--- src/rtl/scbuf_fbwr_seq.sv ---
// ---------------------------------------------------------------------------
// scbuf_fbwr_seq
//
// Write sequencer for the L2 fill buffer. It turns DRAM fill beats (four per
// entry) and OFF-mode store writes into registered word write enables, a
// write wordline and a store-data select. It also tracks which fill buffer
// entries hold a complete line.
//
// Fill beats always take priority over stores. A store is acknowledged
// combinationally in any cycle that has no fill beat.
//
// Optional build macro:
//   SCBUF_FBWR_ERRCHK_EN  adds the fill_err output. A mid-fill beat whose id
//                         differs from the latched entry sets this sticky
//                         flag, and that beat is dropped.
//
// Ports:
//   rclk                          clock; all state updates on its rising edge
//   reset                         synchronous, active-high reset
//   dram_fill_vld_r1              one DRAM fill beat present this cycle
//   dram_fill_id_r1   [2:0]       fill buffer entry for this beat
//   st_req_c2                     store write request, held until acked
//   st_id_c2          [2:0]       fill buffer entry for the store
//   st_wmask_c2       [15:0]      word mask for the store
//   st_ack_c2                     store accepted this cycle (combinational)
//   sctag_scbuf_fbwr_wen_r2 [15:0] word write enables (registered)
//   sctag_scbuf_fbwr_wl_r2  [2:0]  write wordline / entry (registered)
//   sctag_scbuf_fbd_stdatasel_c3   select store data for this write
//   fill_done                     one-cycle pulse, last beat of an entry written
//   fill_done_id      [2:0]       entry that completed
//   fb_filled         [7:0]       per-entry line-complete status
//   fb_clr            [7:0]       clears fb_filled bits (entry dealloc)
//   fill_err                      sticky id-mismatch flag (macro builds only)
// ---------------------------------------------------------------------------
module scbuf_fbwr_seq (
  input  logic        rclk,
  input  logic        reset,
  input  logic        dram_fill_vld_r1,
  input  logic [2:0]  dram_fill_id_r1,
  input  logic        st_req_c2,
  input  logic [2:0]  st_id_c2,
  input  logic [15:0] st_wmask_c2,
  output logic        st_ack_c2,
  output logic [15:0] sctag_scbuf_fbwr_wen_r2,
  output logic [2:0]  sctag_scbuf_fbwr_wl_r2,
  output logic        sctag_scbuf_fbd_stdatasel_c3,
  output logic        fill_done,
  output logic [2:0]  fill_done_id,
  output logic [7:0]  fb_filled,
`ifdef SCBUF_FBWR_ERRCHK_EN
  output logic        fill_err,
`endif
  input  logic [7:0]  fb_clr
);

  localparam int unsigned ID_W   = 3;
  localparam int unsigned WEN_W  = 16;
  localparam int unsigned NENT   = 8;
  localparam int unsigned BCNT_W = 2;

  typedef enum logic [0:0] {
    IDLE = 1'b0,
    FILL = 1'b1
  } state_t;

  state_t              state_q, state_d;
  logic [BCNT_W-1:0]   bcnt_q, bcnt_d;
  logic [ID_W-1:0]     id_q, id_d;

  logic [WEN_W-1:0]    wen_d;
  logic [ID_W-1:0]     wl_d;
  logic                sel_d;
  logic                done_d;
  logic [ID_W-1:0]     done_id_d;
  logic [NENT-1:0]     fb_set;
  logic [NENT-1:0]     fb_d;
  logic                beat_wr;
  logic [ID_W-1:0]     beat_id;

`ifdef SCBUF_FBWR_ERRCHK_EN
  logic                id_mismatch;
  logic                err_d;
`endif

  // Store acceptance: fill beats win, nothing is accepted during reset.
  assign st_ack_c2 = st_req_c2 & ~dram_fill_vld_r1 & ~reset;

  // A beat in IDLE opens a new entry; in FILL it belongs to the latched one.
  assign beat_id = (state_q == IDLE) ? dram_fill_id_r1 : id_q;

`ifdef SCBUF_FBWR_ERRCHK_EN
  assign id_mismatch = (state_q == FILL) && (dram_fill_id_r1 != id_q);
  // Mismatched beats are dropped, not written.
  assign beat_wr     = dram_fill_vld_r1 & ~id_mismatch;
`else
  // Without checking, a stray id mid-fill is written to the latched entry.
  assign beat_wr     = dram_fill_vld_r1;
`endif

  // Completed-line status updates one cycle after the fill_done pulse.
  assign fb_set = fill_done ? (NENT'(1) << fill_done_id) : '0;

  // State register and all registered outputs.
  always_ff @(posedge rclk) begin
    if (reset) begin
      state_q                      <= IDLE;
      bcnt_q                       <= '0;
      id_q                         <= '0;
      sctag_scbuf_fbwr_wen_r2      <= '0;
      sctag_scbuf_fbwr_wl_r2       <= '0;
      sctag_scbuf_fbd_stdatasel_c3 <= 1'b0;
      fill_done                    <= 1'b0;
      fill_done_id                 <= '0;
      fb_filled                    <= '0;
`ifdef SCBUF_FBWR_ERRCHK_EN
      fill_err                     <= 1'b0;
`endif
    end else begin
      state_q                      <= state_d;
      bcnt_q                       <= bcnt_d;
      id_q                         <= id_d;
      sctag_scbuf_fbwr_wen_r2      <= wen_d;
      sctag_scbuf_fbwr_wl_r2       <= wl_d;
      sctag_scbuf_fbd_stdatasel_c3 <= sel_d;
      fill_done                    <= done_d;
      fill_done_id                 <= done_id_d;
      fb_filled                    <= fb_d;
`ifdef SCBUF_FBWR_ERRCHK_EN
      fill_err                     <= err_d;
`endif
    end
  end

  // Next-state and next-output logic.
  always_comb begin
    state_d   = state_q;
    bcnt_d    = bcnt_q;
    id_d      = id_q;
    wen_d     = '0;
    wl_d      = sctag_scbuf_fbwr_wl_r2;
    sel_d     = 1'b0;
    done_d    = 1'b0;
    done_id_d = fill_done_id;

    case (state_q)
      IDLE: begin
        if (beat_wr) begin
          state_d = FILL;
          id_d    = dram_fill_id_r1;
          bcnt_d  = BCNT_W'(1);
        end
      end
      FILL: begin
        if (beat_wr) begin
          // bcnt wraps from 3 to 0 as the entry completes.
          bcnt_d = BCNT_W'(bcnt_q + BCNT_W'(1));
          if (bcnt_q == BCNT_W'(3)) begin
            state_d   = IDLE;
            done_d    = 1'b1;
            done_id_d = id_q;
          end
        end
      end
      default: begin
        state_d = IDLE;
        bcnt_d  = '0;
      end
    endcase

    // Beat k enables words 4k+3..4k; otherwise an accepted store drives its mask.
    if (beat_wr) begin
      wen_d = WEN_W'(4'hF) << {bcnt_q, 2'b00};
      wl_d  = beat_id;
    end else if (st_ack_c2) begin
      wen_d = st_wmask_c2;
      wl_d  = st_id_c2;
      sel_d = 1'b1;
    end

    // Dealloc clear wins over a same-cycle set.
    fb_d = (fb_filled | fb_set) & ~fb_clr;

`ifdef SCBUF_FBWR_ERRCHK_EN
    err_d = fill_err | (dram_fill_vld_r1 & id_mismatch);
`endif
  end

endmodule

--- config.mk ---
export PLATFORM = sky130hd
export DESIGN_NAME = scbuf_fbwr_seq
export DESIGN_NICKNAME = d
export VERILOG_FILES = /design/src/rtl/scbuf_fbwr_seq.sv
export SDC_FILE = /design/constraint.sdc
export NUM_CORES = 1
export LEC_CHECK = 0
export BUFFER_PORTS_ARGS = -buffer_cell sky130_fd_sc_hd__buf_2
export CORE_MARGIN = 1.5
export CORE_UTILIZATION = 44
export CTS_CLUSTER_SIZE = 10
export DETAILED_ROUTE_END_ITERATION = 12
export GPL_ROUTABILITY_DRIVEN = 0
export PLACE_DENSITY_LB_ADDON = 0.05
export SYNTH_ARGS = -nofsm -noshare
export SYNTH_HDL_FRONTEND = slang
export SYNTH_SLANG_ARGS = --single-unit
--- constraint.sdc ---
create_clock -name rclk -period 1.6 [get_ports rclk]
set_clock_uncertainty 0.15 [all_clocks]
set_input_delay 0.24 -clock rclk [delete_from_list [all_inputs] [get_ports rclk]]
set_output_delay 0.24 -clock rclk [all_outputs]
set_load 0.01 [all_outputs]
# --- Word level (Yosys, flattened, before mapping) ---
# Cells that the tools add are included.
# Widths: inputs -> output; s select.
totals:
  regBits: 38
  latchBits: 0
  mem_bits_rw: 0
  romBits: 0
  inputBits: 34
  out_inout_bits: 33
  wordCells: 44
  mem_count: 0
op_classes:
  addsub: 1
  multipliers: 0
  div_mod_pow: 0
  magnitude_cmp: 0
  eq_ne: 3
  n_shift: 2
  n_mux: 15
  n_bitwise: 8
  n_reduce_logical: 6
ops:
  columns: ["operator", "n"]
  rows:
  - ["$mux 16", 2]
  - ["$shl 4x4->16 const A", 1]
  - ["$mux 3", 3]
  - ["$and 8x8->8", 1]
  - ["$mux 8", 1]
  - ["$not 8->8", 1]
  - ["$or 8x8->8", 1]
  - ["$shl 1x3->8 const A", 1]
  - ["$mux 1", 5]
  - ["$mux 2", 2]
  - ["$ne 2x2->1 const B", 2]
  - ["$pmux 2 s2", 1]
  - ["$reduce_and 2->1", 2]
  - ["$not 1->1", 3]
  - ["$reduce_and 3->1", 1]
  - ["$reduce_or 3->1", 1]
  - ["$add 2x1->2 const B", 1]
  - ["$and 1x1->1", 2]
  - ["$eq 2x2->1 const B", 1]
  - ["$pmux 1 s2", 1]
  - ["$reduce_bool 2->1", 1]
  - ["$reduce_or 2->1", 1]

# --- Longest topological paths before layout ---
depth:
  depth_word: 5
  mapped_depth: 5
  mapped_depth_nobuf: 4

# --- Worst setup path before layout ---
# OpenSTA, ideal clock, no wires.
synth_timing:
  kind: "input port to output port"
  start: "input port dram_fill_vld_r1"
  end: "output port st_ack_c2"
  t_arrival_ps: 875
  required_time_ps: 1210
  setup_slack_ps: 335
  path_stages: 4
  n_path_buf: 2
  cell_sequence: "and2b_1 -> buf_4 -> buf_6 -> nor2b_1"
synth_between:
  elab_chain_cells: 3
synth_lines:
  columns: ["item", "line", "rtl"]
  rows:
  - ["start, declared", "38", "input logic dram_fill_vld_r1,"]
  - ["$not 1->1 (no source line)", null, null]
  - ["$and 1x1->1 (2 in series)", "86", "assign st_ack_c2 = st_req_c2 & ~dram_fill_vld_r1 & ~reset;"]
  - ["end, declared", "43", "output logic st_ack_c2,"]
# No other way between the ends.

# --- Final worst setup path ---
layout_timing:
  start: "register fill_done_id[2]"
  end: "output port fill_done_id[2]"
layout_lines:
  columns: ["item", "line", "rtl"]
  rows:
  - ["start, declared", "48", "output logic [2:0] fill_done_id,"]
  - ["start signal, assigned", "126", "fill_done_id <= done_id_d;"]
# No word-level cell between the ends.

==> results.md <==
- PortBufs: between 60 and 70
- Post-synth top flop: dfxtp_1
- Vias: 1300
- Crit path largest cell delay: about 460 ps
- TritonCTS clock tree: yes
- Die width: roughly 59 µm
- Leakage Power: approximately 1 nW
- Post-synth EDFFs: 0
- First-pass GRT wire length: slightly below 5000 µm
- Max Root-Sink Buffers: 2
- Worst rel slew slack: roughly 79%
- Drt wl/cell: between 10 and 15 µm
- Largest net degree at the start of global routing: 19
- Layout cells sized above 1: about a third
- Remaining Overflow, GRT: 0
- RSZ-0062 raised after global routing: false
- Post-synth top cells: dfxtp_1, a21oi_1, nand2_1
- Critical path class: flop to output port
- Crit end category: output port
- Max rail drop VDD: 0.6861 mV
- Antenna-violating nets left: 0
- Final hold vios: 0
- Area delta synth->final: 48.37%
- Max Fanout on Critical Path: 7
- Total CTS buffers: 5
- Drt pass-1 iters: 4
- Most numerous cell in the Yosys netlist: dfxtp_1
- Clk_lat worst skew: ~320 ps
- Yosys reg bits: 38
- CTS Root Cell: clkbuf_4
- Worst min-delay path startpoint: dram_fill_id_r1[2]
- Area share of the largest cell type after synthesis: 55.17%
- Synthesized area per cell: about 9.5 µm²
- CP required: approximately 1200 ps
- TNS Setup: 0 ps
- Slowest CP cell: dfxtp_1
- H-tree depth: 2
- Worst Hold Class: input pin to flop
- Rows: 20
- Vias/cell: ~4.8
- Die area: approximately 3500 µm²
- Period utilisation layout: between 80% and 90%
- Final routed DRC violation total: 0
- Total Routing Usage GR: around a fifth
- Initial antenna violation count: 0
- Async S/R FF share, synth: 0%
- Top post-synthesis cells by area: dfxtp_1, mux2i_1, a21oi_1
- Final setup margin: around 250 ps
- Cell taking the most area after synthesis: dfxtp_1
- CP delay by family, top: flip-flops
- Pwr Total: 1.720 mW
- Chain of cells forming the critical path: buf_2
- Die Ht: just under 60 µm
- # IOs: 67
- Post-cts resize count: 0
- Yosys cell types: 22
- Placed cell area: 1735 µm²
- Final instance area: 2046 µm²
- Reg2reg start: bcnt_q[0]$_SDFFE_PP0P_
- Critical path startpoint: fill_done_id[2]$_SDFFE_PP0P_
- Hpwl dp: about 2000 µm
- Clk sinks: 38
- Crit path DAT: 960 ps
- Mapped cell area: approximately 1400 µm²
- Layout fillers: ~260
- Initial Util: approximately 46%
- DRT iter0 DRCs: 37
- Outcome: completed
- Post-layout minimum cycle time: ~1300 ps
- Bufs and invs on worst path: 1
- Final setup fails: 0
- Worst-path clk slew: roughly 110 ps
- Register area share after synthesis: approximately 55%
- Fin util: 68.13%
- Number of global-route vias before repair: between 1000 and 1500
- Pwr per Cell Area: about 840 nW/µm²
- # diodes: 0
- FMAX: roughly 0.74 GHz
- Core Region: ~3000 µm²
- Net count, final: between 200 and 300
- Worst slew pin tran: approximately 320 ps
- Post-CTS Setup Inserts: 0
- Final Max Slew Viols: 0
- Yosys warnings: 0
- Setup WS pre-CTS: 292.4 ps
- Crit path launch type: flop
- Max_cap viols: 0
- WL final: 3088 µm
- Syn_nets: roughly 180
- Mapped Cells: 145
metal layers:
| layer | track usage (%) | wire length, µm | up-vias |
|---|---|---|---|
| li1 | - | - | 684 |
| met1 | 23.38 | 1365 | 572 |
| met2 | 30.95 | 1540 | 38 |
| met3 | 4.585 | 149 | 6 |
| met4 | 7.792 | 33 | 0 |
| met5 | 0 | 0 | - |
logic make-up after synthesis:
group | after synthesis | synth area share (%)
buffers and inverters | 10 | 3.811
AO/OA/AOI/OAI | 30 | 11.80
multiplexers | 12 | 8.712
AND/OR/NAND/NOR | 51 | 16.88
flip-flops | 38 | 55.17
adder cells (fa/ha/maj) | 4 | 3.630
path summary, 6_finish.rpt:
check | to | cells after the start | slack [ps]
worst max register to register | fill_done_id[1]$_SDFFE_PP0P_ | 4 | 290
worst min-delay path | id_q[2]$_SDFFE_PP0P_ | 3 | 10
worst min register to register | fb_filled[1]$_SDFF_PP0_ | 2 | 360
worst max-delay path | fill_done_id[2] | 1 | 250
through the flow:
stage,instances,hold WS [ps]
6_report,273,11.63
5_1_grt,273,17.59
4_1_cts,273,3.511
3_5_place_dp,240,255.1
3_3_place_gp,240,255.4
2_1_floorplan,145,169.3
flip-flops by register name (all words and copies together) (netlist names):
name,count
sctag_scbuf_fbwr_wen_r2,16
fb_filled,8
fill_done_id,3
id_q,3
sctag_scbuf_fbwr_wl_r2,3
bcnt_q,2
fill_done,1
sctag_scbuf_fbd_stdatasel_c3,1
state_q,1
area by class of cell:
class / count / area [µm²] / area share, %
multi-input cells: 97 / 565.5 / 27.65
clock inverters: 1 / 5.005 / 0.2446
inverters: 2 / 7.507 / 0.3670
flip-flops and latches: 38 / 760.7 / 37.19
repair buffers: 95 / 610.6 / 29.85
well taps: 33 / 41.29 / 2.018
clock buffers: 7 / 55.05 / 2.691
power breakdown:
part	switching, mW	leakage (nW)	internal [mW]
Sequential	0.0183	0.310	0.980
Combinational	0.0977	0.654	0.128
Clock	0.283	0.0353	0.213
Total	0.399	1.00	1.32
placed cells by master (no fill, tap or decap), types with 5 or more instances in the layout:
cell type      count
a21oi_1           20
nor3_1             8
buf_2             66
nor2b_1            5
nand2_1           20
dlygate4sd3_1     25
nor2_1            10
dfxtp_1           38
clkbuf_4           5
mux2i_1           12
repair_timing:
action | in CTS | in global routing
endpoints found under the setup margin | 0 | 0
hold buffers | 25 | 0
hold endpoints to repair | 25 | 0
No activity file was read; power rests on OpenSTA's default activity.
